[config.mk]
export PLATFORM = sky130hd
export DESIGN_NAME = uart_tx_cfg
export DESIGN_NICKNAME = d
export VERILOG_FILES = /design/src/rtl/uart_pkg.sv /design/src/rtl/uart_baud_tick.sv /design/src/rtl/uart_tx_cfg.sv
export SDC_FILE = /design/constraint.sdc
export NUM_CORES = 1
export LEC_CHECK = 0
export ABC_CLOCK_PERIOD_IN_PS = 2800
export BUFFER_PORTS_ARGS = -buffer_cell sky130_fd_sc_hd__buf_2
export CELL_PAD_IN_SITES_DETAIL_PLACEMENT = 1
export CELL_PAD_IN_SITES_GLOBAL_PLACEMENT = 1
export CORE_AREA = 2 2 64 66
export CTS_BUF_LIST = sky130_fd_sc_hd__clkbuf_2
export CTS_CLUSTER_SIZE = 10
export DETAILED_ROUTE_END_ITERATION = 8
export DIE_AREA = 0 0 66 68
export PLACE_DENSITY_LB_ADDON = 0.1
export SYNTH_ARGS = -nofsm -noshare
export SYNTH_HDL_FRONTEND = slang
export SYNTH_SLANG_ARGS = --single-unit
[constraint.sdc]
create_clock -name i_clk -period 2.8 [get_ports i_clk]
set_clock_uncertainty 0.1 [all_clocks]
set_input_delay 0.42 -clock i_clk [delete_from_list [all_inputs] [get_ports i_clk]]
set_output_delay 0.42 -clock i_clk [all_outputs]
set_load 0.005 [all_outputs]
[src/rtl/uart_pkg.sv]
// Shared UART definitions: line-state encoding, parity modes and the baud-increment helper
// used by both the transmitter and the future receiver.
package uart_pkg;

    typedef enum logic [2:0] {
        ST_IDLE,
        ST_START,
        ST_DATA,
        ST_PARITY,
        ST_STOP
    } uart_state_t;

    localparam int PAR_NONE = 0;
    localparam int PAR_ODD  = 1;
    localparam int PAR_EVEN = 2;

    // Rounded (BAUD / CLK_FREQ) * 2^acc_width, prescaled by 16 so the product fits 32 bits.
    function automatic int uart_baud_inc(input int clk_freq, input int baud, input int acc_width);
        longint num;
        longint den;
        num = (longint'(baud) << (acc_width - 4)) + (longint'(clk_freq) >> 5);
        den = longint'(clk_freq) >> 4;
        return int'(num / den);
    endfunction

endpackage

[src/rtl/uart_baud_tick.sv]
// Fractional baud-rate tick generator: one-cycle tick on each accumulator carry.
// Latency: first tick 2^ACC_WIDTH/INC cycles after clear; no backpressure (free-running).
module uart_baud_tick
    import uart_pkg::*;
#(
    parameter int CLK_FREQ  = 50000000,
    parameter int BAUD      = 115200,
    parameter int ACC_WIDTH = 16
) (
    input  logic i_clk,
    input  logic i_rst_n,
    input  logic i_clear,
    output logic o_tick
);

    localparam int                 INC_I = uart_baud_inc(CLK_FREQ, BAUD, ACC_WIDTH);
    localparam logic [ACC_WIDTH:0] INC   = (ACC_WIDTH + 1)'(INC_I);

    logic [ACC_WIDTH-1:0] r_acc;
    logic [ACC_WIDTH:0]   w_sum;

    // The carry of the next sum is the tick, so a cleared accumulator gives a full first period.
    assign w_sum  = {1'b0, r_acc} + INC;
    assign o_tick = w_sum[ACC_WIDTH];

    always_ff @(posedge i_clk or negedge i_rst_n) begin
        if (!i_rst_n) begin
            r_acc <= '0;
        end else if (i_clear) begin
            r_acc <= '0;
        end else begin
            r_acc <= w_sum[ACC_WIDTH-1:0];
        end
    end

endmodule

[src/rtl/uart_tx_cfg.sv]
// uart_tx_cfg: configurable RS-232 transmitter (DATA_BITS, parity, stop bits), LSB first.
// Start bit on txd the cycle after accept; tx_ready low (tx_valid ignored) until the frame ends.
module uart_tx_cfg
    import uart_pkg::*;
#(
    parameter int CLK_FREQ  = 50000000,
    parameter int BAUD      = 115200,
    parameter int ACC_WIDTH = 16,
    parameter int DATA_BITS = 8,
    parameter int PARITY    = 0,
    parameter int STOP_BITS = 1
) (
    input  logic       i_clk,
    input  logic       i_rst_n,
    input  logic [8:0] i_tx_data,
    input  logic       i_tx_valid,
    output logic       o_tx_ready,
    output logic       o_tx_busy,
    output logic       o_tx_done,
    output logic       o_txd
);

    localparam int         BAUD_INC  = uart_baud_inc(CLK_FREQ, BAUD, ACC_WIDTH);
    localparam logic [3:0] LAST_DATA = 4'(DATA_BITS - 1);
    localparam logic [3:0] LAST_STOP = 4'(STOP_BITS - 1);

    if (BAUD_INC == 0) begin : g_chk_inc
        $error("uart_tx_cfg: BAUD_INC is zero for this CLK_FREQ/BAUD/ACC_WIDTH");
    end
    if (DATA_BITS < 5 || DATA_BITS > 9) begin : g_chk_data
        $error("uart_tx_cfg: DATA_BITS must be 5..9");
    end
    if (PARITY < 0 || PARITY > 2) begin : g_chk_par
        $error("uart_tx_cfg: PARITY must be 0, 1 or 2");
    end
    if (STOP_BITS != 1 && STOP_BITS != 2) begin : g_chk_stop
        $error("uart_tx_cfg: STOP_BITS must be 1 or 2");
    end

    uart_state_t          r_state, w_state_nxt;
    logic [DATA_BITS-1:0] r_shift, w_shift_nxt;
    logic [3:0]           r_cnt, w_cnt_nxt;
    logic                 r_par, w_par_nxt;
    logic                 r_txd, w_txd_nxt;
    logic                 r_done, w_done_nxt;
    logic                 w_tick;
    logic                 w_accept;
    logic [DATA_BITS-1:0] w_data;
    logic                 w_par_calc;
    logic                 w_unused;

    assign w_data     = i_tx_data[DATA_BITS-1:0];
    assign w_par_calc = (PARITY == PAR_ODD) ? ~^w_data : ^w_data;
    assign w_accept   = (r_state == ST_IDLE) && i_tx_valid;
    assign w_unused   = &{1'b0, i_tx_data};

    uart_baud_tick #(
        .CLK_FREQ (CLK_FREQ),
        .BAUD     (BAUD),
        .ACC_WIDTH(ACC_WIDTH)
    ) u_baud (
        .i_clk  (i_clk),
        .i_rst_n(i_rst_n),
        .i_clear(w_accept),
        .o_tick (w_tick)
    );

    always_ff @(posedge i_clk or negedge i_rst_n) begin
        if (!i_rst_n) begin
            r_state <= ST_IDLE;
            r_shift <= '0;
            r_cnt   <= '0;
            r_par   <= 1'b0;
            r_txd   <= 1'b1;
            r_done  <= 1'b0;
        end else begin
            r_state <= w_state_nxt;
            r_shift <= w_shift_nxt;
            r_cnt   <= w_cnt_nxt;
            r_par   <= w_par_nxt;
            r_txd   <= w_txd_nxt;
            r_done  <= w_done_nxt;
        end
    end

    always_comb begin
        w_state_nxt = r_state;
        w_shift_nxt = r_shift;
        w_cnt_nxt   = r_cnt;
        w_par_nxt   = r_par;
        w_done_nxt  = 1'b0;
        w_txd_nxt   = 1'b1;
        case (r_state)
            ST_IDLE: begin
                if (i_tx_valid) begin
                    w_state_nxt = ST_START;
                    w_shift_nxt = w_data;
                    w_par_nxt   = w_par_calc;
                end
            end
            ST_START: begin
                if (w_tick) begin
                    w_state_nxt = ST_DATA;
                    w_cnt_nxt   = '0;
                end
            end
            ST_DATA: begin
                if (w_tick) begin
                    w_shift_nxt = r_shift >> 1;
                    w_cnt_nxt   = r_cnt + 4'd1;
                    if (r_cnt == LAST_DATA) begin
                        w_cnt_nxt   = '0;
                        w_state_nxt = (PARITY != PAR_NONE) ? ST_PARITY : ST_STOP;
                    end
                end
            end
            ST_PARITY: begin
                if (w_tick) begin
                    w_state_nxt = ST_STOP;
                    w_cnt_nxt   = '0;
                end
            end
            ST_STOP: begin
                if (w_tick) begin
                    if (r_cnt == LAST_STOP) begin
                        w_state_nxt = ST_IDLE;
                        w_done_nxt  = 1'b1;
                    end else begin
                        w_cnt_nxt = r_cnt + 4'd1;
                    end
                end
            end
            default: w_state_nxt = ST_IDLE;
        endcase
        // txd is registered from the next state so the line moves in step with the FSM.
        case (w_state_nxt)
            ST_START:  w_txd_nxt = 1'b0;
            ST_DATA:   w_txd_nxt = w_shift_nxt[0];
            ST_PARITY: w_txd_nxt = w_par_nxt;
            default:   w_txd_nxt = 1'b1;
        endcase
    end

    assign o_tx_ready = (r_state == ST_IDLE);
    assign o_tx_busy  = (r_state != ST_IDLE);
    assign o_tx_done  = r_done;
    assign o_txd      = r_txd;

endmodule

* After elaboration in Yosys (flattened, before gate mapping)
Cells that the tools add are included.
Storage, ports and cells: logic and storage cells 57, output and inout bits 4, bits in registers 34, input bits 12
Cells by class: reductions and logical operators 10, eq/ne operators 13, $add $sub $neg 2, multiplexer cells 24
Operators with widths (count):
- $mux 3 | 7
- $mux 4 | 5
- $add 16x8->17 const B | 1
- $mux 16 | 1
- $mux 8 | 2
- $pmux 8 s2 | 1
- $pmux 3 s5 | 1
- $eq 3x2->1 const B | 4
- $pmux 4 s3 | 1
- $reduce_xor 8->1 | 1
- $eq 3x1->1 const B | 2
- $ne 2x1->1 const B | 3
- $reduce_bool 3->1 | 2
- $mux 1 | 5
- $reduce_and 5->1 | 1
- $add 4x1->4 const B | 1
- $eq 4x3->1 const B | 1
- $logic_not 4->1 | 1
- $ne 2x2->1 const B | 2
- $eq 3x3->1 const B | 1
- $logic_not 3->1 | 1
- $pmux 1 s3 | 1
- $reduce_and 3->1 | 1
- $reduce_bool 2->1 | 1
- 2 further kinds | 2

* Longest topological paths before layout
Gate-level depths: netlist of the first run.
word-level depth 6, gate-level depth with buffers 8, gate-level depth less buffers 8

* Hierarchy
From an unflattened synthesis of the first run, not the netlist that was laid out.
Unflattened totals: cell total of the unflattened synthesis 180, area total of the unflattened synthesis 1790.5 um2
By module, submodules not included:
- uart_tx_cfg | cells an instance 98, sequential area each 451.7 um2, area each 992.2 um2, instances 1
- uart_baud_tick | cells an instance 82, sequential area each 400.4 um2, area each 798.3 um2, instances 1

* Least setup slack after synthesis of the first run
No wires, ideal clock.
kind register -> register, start point register u_baud.r_acc[0], end point register r_txd, in the netlist o_txd, period minus slack after synthesis 1964 ps, arrival 1784 ps, path buffers 0, path slack 836 ps, setup time 80 ps, cell stages (with the launch flop) 9, data required time 2620 ps, cells stage by stage dfrtp_1 inv_1 ha_1 nand2b_4 a211oi_1 nor4_4 a221o_2 nor2b_1 o21ai_1
On the way: elaborated cells between the ends (all ways) 12, classes of those cells add/sub: 1; eq/ne: 3; mux: 8
RTL lines:
- from (decl) | line uart_baud_tick.sv:19 | logic [ACC_WIDTH-1:0] r_acc;
- from (signal assigned) | line uart_baud_tick.sv:32 | r_acc <= w_sum[ACC_WIDTH-1:0];
- $add 16x8->17 | line uart_baud_tick.sv:23 | assign w_sum = {1'b0, r_acc} + INC;
- $mux 8 | line uart_tx_cfg.sv:108 | if (w_tick) begin
- $pmux 8 s2 | line uart_tx_cfg.sv:93 | case (r_state)
- via w_shift_nxt[0] | line uart_tx_cfg.sv:41 | logic [DATA_BITS-1:0] r_shift, w_shift_nxt;
- $pmux 1 s3 | line uart_tx_cfg.sv:136 | case (w_state_nxt)
- via w_txd_nxt | line uart_tx_cfg.sv:44 | logic r_txd, w_txd_nxt;
- to (signal assigned) | line uart_tx_cfg.sv:81 | r_txd <= w_txd_nxt;
- to (decl) | line uart_tx_cfg.sv:44
The timed path passes the listed nets, and every way through them passes these cells. The select of a mux whose other input is x is not followed. A chain may end at the register's enable or synchronous reset.

* Worst setup path in the final report of the first run
Same ends and word-level chain as after synthesis.

==> metrics.yaml, run 1 <==
yosys:
  syn_nets: 193
  synth_cell_types: 41
  synthTopCellsByArea: "dfrtp_1 (47%), a22o_1 (3.5%), xnor2_1 (3.5%)"
  yosysSeqAreaShare_pct: 48.6
  ys.flop_type: "dfrtp_1"
  syn_area_sq_um: 1750
  ys_ff_latch: 34
  synth-edff-count: 0
  synth_cells: 178
  yosysWarnings: 0
  synth_top_area_cell: "dfrtp_1"
  netlist.area_leader.share_pct: 47.1
  synthArstFlopShare_pct: 100
  synth_area_per_cell_sq_um: 9.85
clock_tree:
  cts_resized: 0
  hold_buffers: 1
  cts_max_level: 2
  clockRootBuffer: "clkbuf_2"
  clock_sinks: 34
  clockBufferDepth: 2
  numCtsBuffers: 5
  cts_setup_buffers: 0
  clk_latency_ps: 370
  clkSlewWorstSetupHoldPaths_ps: 180
  cts_tree: "built"
sta:
  rsz0062_at_grt: "no"
  worst_slew_pin_slew_ps: 743
  fin_crit_sh_pct: 77.4
  fin_tns_setup_ps: 0
  holdWs_ps: 192
  setup_violations: 0
  finalCriticalPeriod_ps: 2170
  slew_viol_final: 0
  slew_headroom_pct: 50.5
  setup_ws_ps: 633
  finalHoldViolCount: 0
  fmax_mhz: 462
hold_path:
  hold-path-endpoint: "r_shift[7]$_DFFE_PN0P_"
  hold_path_class: "in2reg"
  hold_depth: 2
  holdCritStartpoint: "i_tx_data[7]"
critical_path:
  required_ps: 3030
  path_buf_inv: 1
  r2r_end: "o_txd$_DFF_PN1_"
  critPathSlowestCell: "a211oi_1"
  r2r_start: "u_baud.r_acc[0]$_DFF_PN0_"
  startpoint_type: "flip-flop"
  rrSetupSlack_ps: 630
  cp.depth: 8
  rr_worst_depth: 8
  crit_arrival_ps: 2400
  crit_type: "reg2reg"
  critPathMaxFanout: 7
  cpLargestDelayFamily: "compound AO/OA/AOI/OAI gates"
  cp-end-kind: "flip-flop"
  cp_cell_sequence: "inv_1 > ha_1 > nand2b_4 > a211oi_1 > nor4_4 > a221o_2 > nor2b_1 > o21ai_1"
  max_stage_delay_ps: 480
routing:
  drt-wirelength-per-cell_um: 15.2
  vias: 1374
  vias_per_cell: 5.54
  drt_iter0_markers: 43
  wl_um: 3760
  route.detailed.drc: 0
  ant_nets: 0
  drt_first_pass_iters: 4
finish:
  diodes: 0
  layout_common_cells: "dfrtp_1 (33), nor2_1 (16), buf_2 (14)"
  fin_area_sq_um: 1920
  nNetsFinal: 212
  finalNonFillerCells: 248
  final_common_cell: "dfrtp_1"
  syn2layout_area_growth_pct: 9.63
  final_core_util_pct: 49.9
  drive_gt1_share_pct: 16.2
global_routing:
  grt-ovfl-total: 0
  grt_pass1_wl_um: 6310
  grt.total_usage_pct: 18.9
  grt_antenna_before_repair: 0
  grt_pass1_vias: 1431
  grt_start_max_net_pins: 35
placed_design:
  place_hpwl_um: 2740
  dp_cells: 239
  numPortBuffers: 14
  dpl_cell_area_sq_um: 1870
  place.gp.congestion: 0.742
  dpl_worst_slack_ps: 584
power:
  power.density_nw_per_um2: 740
  leakagePower_nw: 0.886
  ir_worst_vdd_uv: 400
  fin_total_pwr_mw: 1.42
floorplan:
  die_h_um: 68
  rows: 23
  die_w_um: 66
  dieArea_sq_um: 4490
  start_util_pct: 45.5
  core_area_sq_um: 3860
  io_pins: 16
run_status:
  outcome: "completed"
job:
  maxCapViolations: 0
## worst reg2reg max path: stages (launching register included)
cell and delay, ps:
dfrtp_1 440, inv_1 80, ha_1 210, nand2b_4 90, a211oi_1 480, nor4_4 140, a221o_2 430, nor2b_1 120
o21ai_1 70
## synthesized netlist by cell type (2+ instances only)
cell / n
nor3_1: 3
xnor2_1: 7
nor2b_1: 3
inv_1: 9
dfrtp_1: 33
o22ai_1: 2
a21o_1: 7
nand3b_1: 2
nand3_1: 7
nand2b_1: 5
ha_1: 3
or3_1: 2
o21ai_0: 12
buf_2: 4
a22o_1: 7
nor2_1: 16
and2_1: 3
a21oi_1: 10
nand2_1: 13
nand4_1: 2
o31ai_1: 2
xor2_1: 7
## report_power, final
group / internal, mW / leakage (nW) / switching, mW / total, mW
clock: 0.0615 / 0.0304 / 0.163 / 0.225
combinational: 0.195 / 0.425 / 0.237 / 0.432
sequential: 0.629 / 0.431 / 0.137 / 0.765
## state kept, by name (all words and copies together), names as in the netlist
name          count
o_txd             1
r_shift           8
r_cnt             4
r_state           3
u_baud.r_acc     16
o_tx_done         1
r_par             1
## layer usage
layer  wire [um]  track usage, %
met5           0               0
met3         107            5.59
met1        1670            21.8
met4          62            8.16
met2        1910            32.8
## worst max-delay path by stage
stage                               from         endpoint
5_1_grt        u_baud.r_acc[0]$_DFF_PN0_  o_txd$_DFF_PN1_
3_3_place_gp   u_baud.r_acc[0]$_DFF_PN0_  o_txd$_DFF_PN1_
4_1_cts        u_baud.r_acc[0]$_DFF_PN0_  o_txd$_DFF_PN1_
6_report       u_baud.r_acc[0]$_DFF_PN0_  o_txd$_DFF_PN1_
3_5_place_dp   u_baud.r_acc[0]$_DFF_PN0_  o_txd$_DFF_PN1_
2_1_floorplan  u_baud.r_acc[0]$_DFF_PN0_  o_txd$_DFF_PN1_
## layout make-up
cell class	instances	area, sq um
clock buffer	6	30.0
timing repair buffer	16	87.6
inverter	9	33.8
fill	464	1930
clock inverter	2	8.76
multi-input combinational	131	848
sequential	34	852
tap	50	62.6
## cells by family after synthesis
| group | count (synthesis) | share of synthesized area, % |
|---|---|---|
| compound gates | 49 | 18.5 |
| xor+xnor | 14 | 6.99 |
| fa+ha+maj | 3 | 2.14 |
| buf+inv | 13 | 3.07 |
| flops | 34 | 48.6 |
| simple gates | 65 | 20.7 |
No activity file was read; power rests on OpenSTA's default activity.
==> inputs of run 2 (changes only) <==
Settings changed: ABC_AREA set to 1, ABC_CLOCK_PERIOD_IN_PS 2800 to 1800, CORE_AREA 2 2 64 66 to 2 2 75 77, DIE_AREA 0 0 66 68 to 0 0 77 79.
Clock period 2.8 ns to 1.8 ns, I/O delays scaled along.
==> run 2 against run 1 <==
Effect of this change:
- wire length is 30% higher
- die area is 36% higher
- critical path type is now reg2out
- sequential share of layout area is 9.1 points lower
- register-to-register slack worse by 480 ps
- area after synthesis is 18% higher
==> metrics.yaml, run 2 <==
run_status:
  outcome: "completed"  # unchanged
routing:
  route.detailed.drc: 0  # unchanged
  vias: 1852  # was 1374
  ant_nets: 0  # unchanged
  drt-wirelength-per-cell_um: 12.7  # was 15.2 um
  drt_iter0_markers: 40  # was 43
  drt_first_pass_iters: 4  # unchanged
  wl_um: 4890  # was 3760 um
  vias_per_cell: 4.82  # was 5.54
power:
  p_switching_mw: 1.15  # was 0.537 mW
  clockPowerShare_pct: 17.9  # was 15.8%
  swShare_pct: 41.3  # was 37.8%
  seqPwrFrac_pct: 42.6  # was 53.8%
  ir_worst_vdd_uv: 456  # was 400 uV
  leakagePower_nw: 1.26  # was 0.886 nW
  comb_power_share_pct: 39.5  # was 30.4%
  power.density_nw_per_um2: 1150  # was 740 nW/um^2
  p_int_mw: 1.63  # was 0.885 mW
  fin_total_pwr_mw: 2.78  # was 1.42 mW
finish:
  multi_input_area_sq_um: 1080  # was 848 sq um
  final_common_cell: "nand2_1"  # was dfrtp_1
  top_regs: "u_baud.r_acc (16), r_shift (8), r_cnt (4)"  # unchanged
  nNetsFinal: 326  # was 212
  drive_gt1_share_pct: 22.8  # was 16.2%
  fill_cells: 715  # was 464
  diodes: 0  # unchanged
  largest_reg_flops: 16  # unchanged
  fin_area_sq_um: 2420  # was 1920 sq um
  largest-register: "u_baud.r_acc"  # unchanged
  layout_common_cells: "nand2_1 (81), inv_1 (36), dfrtp_1 (33)"  # was dfrtp_1 (33), nor2_1 (16), buf_2 (14)
  seq_area_sq_um: 852  # unchanged
  finalNonFillerCells: 384  # was 248
  syn2layout_area_growth_pct: 16.9  # was 9.63%
yosys:
  yosysWarnings: 0  # unchanged
  synth_commonest_cells: "nand2_1 (88), inv_1 (36), dfrtp_1 (33), nor2_1 (31), nand3_1 (14)"  # was dfrtp_1 (33), nor2_1 (16), nand2_1 (13), o21ai_0 (12), a21oi_1 (10)
  synth_top_area_cell: "dfrtp_1"  # unchanged
  synth_compound_area_share_pct: 11.4  # was 18.5%
  synthMuxAreaShare_pct: 0  # unchanged
  synthAdderAreaFrac_pct: 1.81  # was 2.14%
  synth.most_common_cell: "nand2_1"  # was dfrtp_1
  synth_cells: 282  # was 178
  synthSimpleGateAreaFrac_pct: 35.5  # was 20.7%
  synthArstFlopShare_pct: 100  # unchanged
  synthTopCellsByArea: "dfrtp_1 (40%), nand2_1 (16%), inv_1 (6.5%)"  # was dfrtp_1 (47%), a22o_1 (3.5%), xnor2_1 (3.5%)
  netlist.area_leader.share_pct: 39.9  # was 47.1%
  syn_area_sq_um: 2070  # was 1750 sq um
  yosysSeqAreaShare_pct: 41.2  # was 48.6%
  syn_nets: 297  # was 193
  synth-edff-count: 0  # unchanged
  synth_area_per_cell_sq_um: 7.33  # was 9.85 sq um
  ys_ff_latch: 34  # unchanged
  synth_cell_types: 34  # was 41
  ys.flop_type: "dfrtp_1"  # unchanged
  synth_xor_area_share_pct: 1.27  # was 6.99%
  synth_top_family_by_area: "simple AND/OR/NAND/NOR gates"  # unchanged
clock_tree:
  clk_latency_ps: 360  # was 370 ps
  clockRootBuffer: "clkbuf_2"  # unchanged
  cts_max_level: 2  # unchanged
  cts_tree: "built"  # unchanged
  clockBufferDepth: 2  # unchanged
  clock_sinks: 34  # unchanged
  clkSlewWorstSetupHoldPaths_ps: 190  # was 180 ps
  numCtsBuffers: 5  # unchanged
global_routing:
  grt-ovfl-total: 0  # unchanged
  grt_start_max_net_pins: 21  # was 35
  grt.total_usage_pct: 17.7  # was 18.9%
  grt_pass1_vias: 1929  # was 1431
  grt_antenna_before_repair: 0  # unchanged
  grt_pass1_wl_um: 8680  # was 6310 um
critical_path:
  max_stage_delay_ps: 430  # was 480 ps
  r2r_start: "u_baud.r_acc[0]$_DFF_PN0_"  # unchanged
  critPathMaxFanout: 3  # was 7
  crit_arrival_ps: 1330  # was 2400 ps
  crit_start: "r_state[1]$_DFF_PN0_"  # was u_baud.r_acc[0]$_DFF_PN0_
  critPathSlowestCell: "dfrtp_1"  # was a211oi_1
  cp_cell_sequence: "nor2_2 > inv_1 > nor2_2 > inv_1 > buf_2"  # was inv_1 > ha_1 > nand2b_4 > a211oi_1 > nor4_4 > a221o_2 > nor2b_1 > o21ai_1
  endpoint: "o_tx_busy"  # was o_txd$_DFF_PN1_
  required_ps: 1430  # was 3030 ps
  rrSetupSlack_ps: 150  # was 630 ps
  startpoint_type: "flip-flop"  # unchanged
  r2r_end: "u_baud.r_acc[14]$_DFF_PN0_"  # was o_txd$_DFF_PN1_
  cp-end-kind: "output pin"  # was flip-flop
  rr_worst_depth: 10  # was 8
  crit_type: "reg2out"  # was reg2reg
floorplan:
  dieArea_sq_um: 6080  # was 4490 sq um
  rows: 27  # was 23
  die_h_um: 79  # was 68 um
  start_util_pct: 38.7  # was 45.5%
  io_pins: 16  # unchanged
  die_w_um: 77  # was 66 um
  core_area_sq_um: 5340  # was 3860 sq um
sta:
  setup_violations: 0  # unchanged
  fmax_mhz: 590
  slew_viol_final: 0  # unchanged
  holdWs_ps: 48.1  # was 192 ps
  finalCriticalPeriod_ps: 1700
  fin_crit_sh_pct: 94.2
  slew_headroom_pct: 74.3  # was 50.5%
  worst_slew_pin_slew_ps: 385  # was 743 ps
  fin_tns_setup_ps: 0  # unchanged
  finalHoldViolCount: 0  # unchanged
placed_design:
  place_hpwl_um: 3760  # was 2740 um
  place.gp.congestion: 0.723  # was 0.742
  dpl_cell_area_sq_um: 2270  # was 1870 sq um
  numPortBuffers: 14  # unchanged
  dp_cells: 371  # was 239
hold_path:
  hold_path_class: "in2reg"  # unchanged
job:
  maxCapViolations: 0  # unchanged
[run 2: changes by cell type in the layout (fill, tap and decap cells not counted), moves of 11 or more]
| cell | change |
|---|---|
| nand2_1 | +68 |
| inv_1 | +27 |
| nor2_1 | +15 |
| nand2_2 | +11 |
[run 2: kinds of logic (layout without fill, tap and decap cells)]
family,count (synthesis),in the layout
adder cells (fa/ha/maj),3,3
XOR/XNOR,3,3
AO/OA/AOI/OAI,38,38
buffers and inverters,46,75
flip-flops,34,34
AND/OR/NAND/NOR,158,159
[run 2: worst min path at each step]
stage | from | end | slack (ps) | cells after the start
after floorplan | i_rst_n | o_tx_done$_DFF_PN0_ | -130 | 0
after global placement | i_rst_n | u_baud.r_acc[5]$_DFF_PN0_ | 130 | 1
after detailed placement | i_rst_n | u_baud.r_acc[5]$_DFF_PN0_ | 120 | 1
after CTS | i_tx_data[3] | r_shift[3]$_DFFE_PN0P_ | 30 | 3
after global routing | i_tx_data[3] | r_shift[3]$_DFFE_PN0P_ | 60 | 3
final | i_tx_data[3] | r_shift[3]$_DFFE_PN0P_ | 50 | 3
[run 2: timing repair]
| item | 4_1_cts | 5_1_grt |
|---|---|---|
| hold buffers | 1 | 0 |
| resized for setup | 0 | 13 |
| setup buffers | 0 | 3 |
| endpoints found under the setup margin | 0 | 14 |
| endpoints found under the hold margin | 14 | 0 |
[run 2: power by group through the flow]
| stage | logic, mW | registers [mW] | clock network (mW) |
|---|---|---|---|
| CTS | 1.02 | 1.18 | 0.525 |
| finish | 1.10 | 1.18 | 0.499 |
| global placement | 0.980 | 1.18 | 0 |
| detailed placement | 1.02 | 1.19 | 0 |
| global route | 1.28 | 1.22 | 0.550 |
| floorplan | 0.780 | 1.14 | 0 |
[run 2: worst max-delay path, delay by kind of cell (launching register included)]
kind / cells / cell delay, ps
buf+inv: 3 / 240
flops: 1 / 430
simple gates: 2 / 300
[run 2: layout make-up]
type                            instances  share of cell area [%]
Clock buffer                            5                    1.04
Sequential cell                        34                    35.2
Timing Repair Buffer                   24                    6.63
Multi-Input combinational cell        203                    44.8
Clock inverter                          3                    1.66
Tap cell                               72                    3.73
Inverter                               43                    6.88
[run 2: stage by stage]
step                      utilization, %  setup WS [ps]
after floorplan                        -            223
after global placement              42.5            124
after detailed placement            42.5           59.8
after CTS                           44.0           24.6
after global routing                45.3          -25.6
final                               45.3            104
[run 2: per-layer routing]
metal | vias up | global-route usage [%] | wire [um]
met1 | 885 | 23.1 | 2320
li1 | 950 | - | -
met2 | 13 | 30.8 | 2430
met3 | 4 | 3.07 | 89
met4 | 0 | 4.29 | 46
met5 | - | 0 | 0
==> inputs of run 3 (changes only) <==
Settings changed: ABC_CLOCK_PERIOD_IN_PS 1800 to not set.
Clock period 1.8 ns to 1.35 ns, I/O delays scaled along.
==> run 3 against run 2 <==
Effect of this change:
- the flow now finishes with violations (negative setup slack)
- count of clock-buffer cells in the layout grew 2
- clock power up 41%
- largest power group is now combinational logic
- highest routed layer unchanged
- largest cell class unchanged
- register-to-register slack lost 510 ps
- utilization grew 18 points
- critical path depth grew 6
- combinational power grew to 2.9 times the previous value
- die area unchanged
==> metrics.yaml, run 3 (same netlist as run 2, synthesis figures left out) <==
routing:
  wl_um: 7420  # was 4890 um
  ant_nets: 0  # unchanged
  vias: 2213  # was 1852
  drt_iter0_markers: 67  # was 40
  route.detailed.drc: 0  # unchanged
  drt-wirelength-per-cell_um: 16.5  # was 12.7 um
  vias_per_cell: 4.91  # was 4.82
  drt_first_pass_iters: 4  # unchanged
finish:
  drive_gt1_share_pct: 49.6  # was 22.8%
  layout_common_cells: "nand2_1 (66), buf_4 (53), dfrtp_1 (31)"  # was nand2_1 (81), inv_1 (36), dfrtp_1 (33)
  top_regs: "u_baud.r_acc (16), r_shift (8), r_cnt (4)"  # unchanged
  syn2layout_area_growth_pct: 62.7  # was 16.9%
  nNetsFinal: 393  # was 326
  diodes: 0  # unchanged
  fin_area_sq_um: 3360  # was 2420 sq um
  fill_cells: 670  # was 715
  largest-register: "u_baud.r_acc"  # unchanged
  largest_reg_flops: 16  # unchanged
  final_common_cell: "nand2_1"  # unchanged
sta:
  fmax_mhz: 585
  rsz0062_at_grt: "yes"
  fin_tns_setup_ps: -8690  # was 0 ps
  finalCriticalPeriod_ps: 1710
  slew_viol_final: 0  # unchanged
  setup_violations: 37  # was 0
  finalHoldViolCount: 0  # unchanged
  slew_headroom_pct: 80.5  # was 74.3%
  fin_crit_sh_pct: 127
  setup_ws_ps: -358  # was 104 ps
  worst_slew_pin_slew_ps: 292  # was 385 ps
critical_path:
  cp-end-kind: "flip-flop"  # was output pin
  critPathMaxFanout: 5  # was 3
  max_stage_delay_ps: 400  # was 430 ps
  path_buf_inv: 2  # was 3
  critPathSlowestCell: "dfrtp_1"  # unchanged
  cp_common_cell: "nand2_4"
  cp_cell_sequence: "inv_2 > ha_4 > nand2_4 > nand2_4 > a21oi_4 > buf_6 > nand3_4 > nand2_2 > nand3_2 > nand2_1 > nand3_1"  # was nor2_2 > inv_1 > nor2_2 > inv_1 > buf_2
  rr_worst_depth: 11  # was 10
  crit_arrival_ps: 1950  # was 1330 ps
  cp.depth: 11  # was 5
  startpoint_type: "flip-flop"  # unchanged
  required_ps: 1590  # was 1430 ps
  cpLargestDelayFamily: "simple AND/OR/NAND/NOR gates"  # was flip-flops
  crit_type: "reg2reg"  # was reg2out
run_status:
  outcome: "finished with violations"  # was completed
  violations: "negative setup slack"
floorplan:
  start_util_pct: 38.7  # unchanged
  die_w_um: 77  # unchanged
  core_area_sq_um: 5340  # unchanged
  dieArea_sq_um: 6080  # unchanged
  io_pins: 16  # unchanged
  die_h_um: 79  # unchanged
  rows: 27  # unchanged
job:
  maxCapViolations: 0  # unchanged
global_routing:
  grt_pass1_vias: 2308  # was 1929
  grt.total_usage_pct: 21.5  # was 17.7%
  grt_antenna_before_repair: 0  # unchanged
  grt_start_max_net_pins: 35  # was 21
  grt_pass1_wl_um: 10500  # was 8680 um
  grt-ovfl-total: 0  # unchanged
clock_tree:
  clock_sinks: 34  # unchanged
  clockBufferDepth: 2  # unchanged
  cts_max_level: 2  # unchanged
  numCtsBuffers: 5  # unchanged
  clk_latency_ps: 400  # was 360 ps
  cts_tree: "built"  # unchanged
  clkSlewWorstSetupHoldPaths_ps: 200  # was 190 ps
  clockRootBuffer: "clkbuf_2"  # unchanged
placed_design:
  dpl_cell_area_sq_um: 2630  # was 2270 sq um
  place.gp.congestion: 0.728  # was 0.723
  dpl_worst_slack_ps: -269  # was 59.8 ps
  place_hpwl_um: 4110  # was 3760 um
  numPortBuffers: 14  # unchanged
power:
  leakagePower_nw: 1.72  # was 1.26 nW
  ir_worst_vdd_uv: 767  # was 456 uV
  power.density_nw_per_um2: 1640  # was 1150 nW/um^2
  fin_total_pwr_mw: 5.52  # was 2.78 mW
hold_path:
  hold_depth: 3  # unchanged
  hold_path_class: "in2reg"  # unchanged
run 3: worst min-delay path: stages:
cell     delay, ps
buf_2          120
inv_1          110
o22ai_2         80
run 3: layer usage:
| metal | GRT usage, % | wire length (um) | up-vias |
|---|---|---|---|
| li1 | - | - | 1082 |
| met1 | 26.1 | 2980 | 1082 |
| met2 | 40.5 | 4140 | 35 |
| met3 | 2.73 | 135 | 14 |
| met4 | 5.54 | 168 | 0 |
| met5 | 0 | 0 | - |
run 3: report_power, final:
group	switching, mW	leakage, nW	internal, mW
Sequential	0.269	0.421	1.33
Combinational	1.69	1.25	1.53
Clock	0.375	0.0432	0.330
run 3: cell type report:
class | count | area [sq um] | share of cell area, %
Clock buffer | 7 | 35.0 | 1.04
Clock inverter | 1 | 30.0 | 0.893
Inverter | 43 | 179 | 5.32
Multi-Input combinational cell | 203 | 1390 | 41.2
Sequential cell | 34 | 855 | 25.4
Tap cell | 72 | 90.1 | 2.68
Timing Repair Buffer | 91 | 790 | 23.5
run 3: metrics by stage:
step / instances / hold slack [ps] / util, %
floorplan: 282 / -193 / -
global placement: 412 / 80.7 / 49.3
detailed placement: 412 / 79.2 / 49.3
CTS: 438 / 4.75 / 57.8
global route: 451 / 45.0 / 63.0
finish: 451 / 43.9 / 63.0
run 3: worst paths after layout:
kind,startpoint,endpoint,slack [ps]
max in group asynchronous,i_rst_n,o_txd$_DFF_PN1_,720
setup reg to reg,u_baud.r_acc[0]$_DFF_PN0_,o_txd$_DFF_PN1_,-360
setup / recovery,u_baud.r_acc[0]$_DFF_PN0_,o_txd$_DFF_PN1_,-360
hold reg to reg,r_shift[7]$_DFFE_PN0P_,r_shift[7]$_DFFE_PN0P_,470
hold / removal,i_tx_data[7],r_shift[7]$_DFFE_PN0P_,40
min in group asynchronous,i_rst_n,u_baud.r_acc[5]$_DFF_PN0_,160
run 3: repair_timing:
item,4_1_cts,5_1_grt
endpoints found under the hold margin,38,0
pin swaps,25,29
setup buffers,13,16
gates cloned,2,0
gates resized for setup,66,44
hold buffers,5,0
endpoints found under the setup margin,36,37
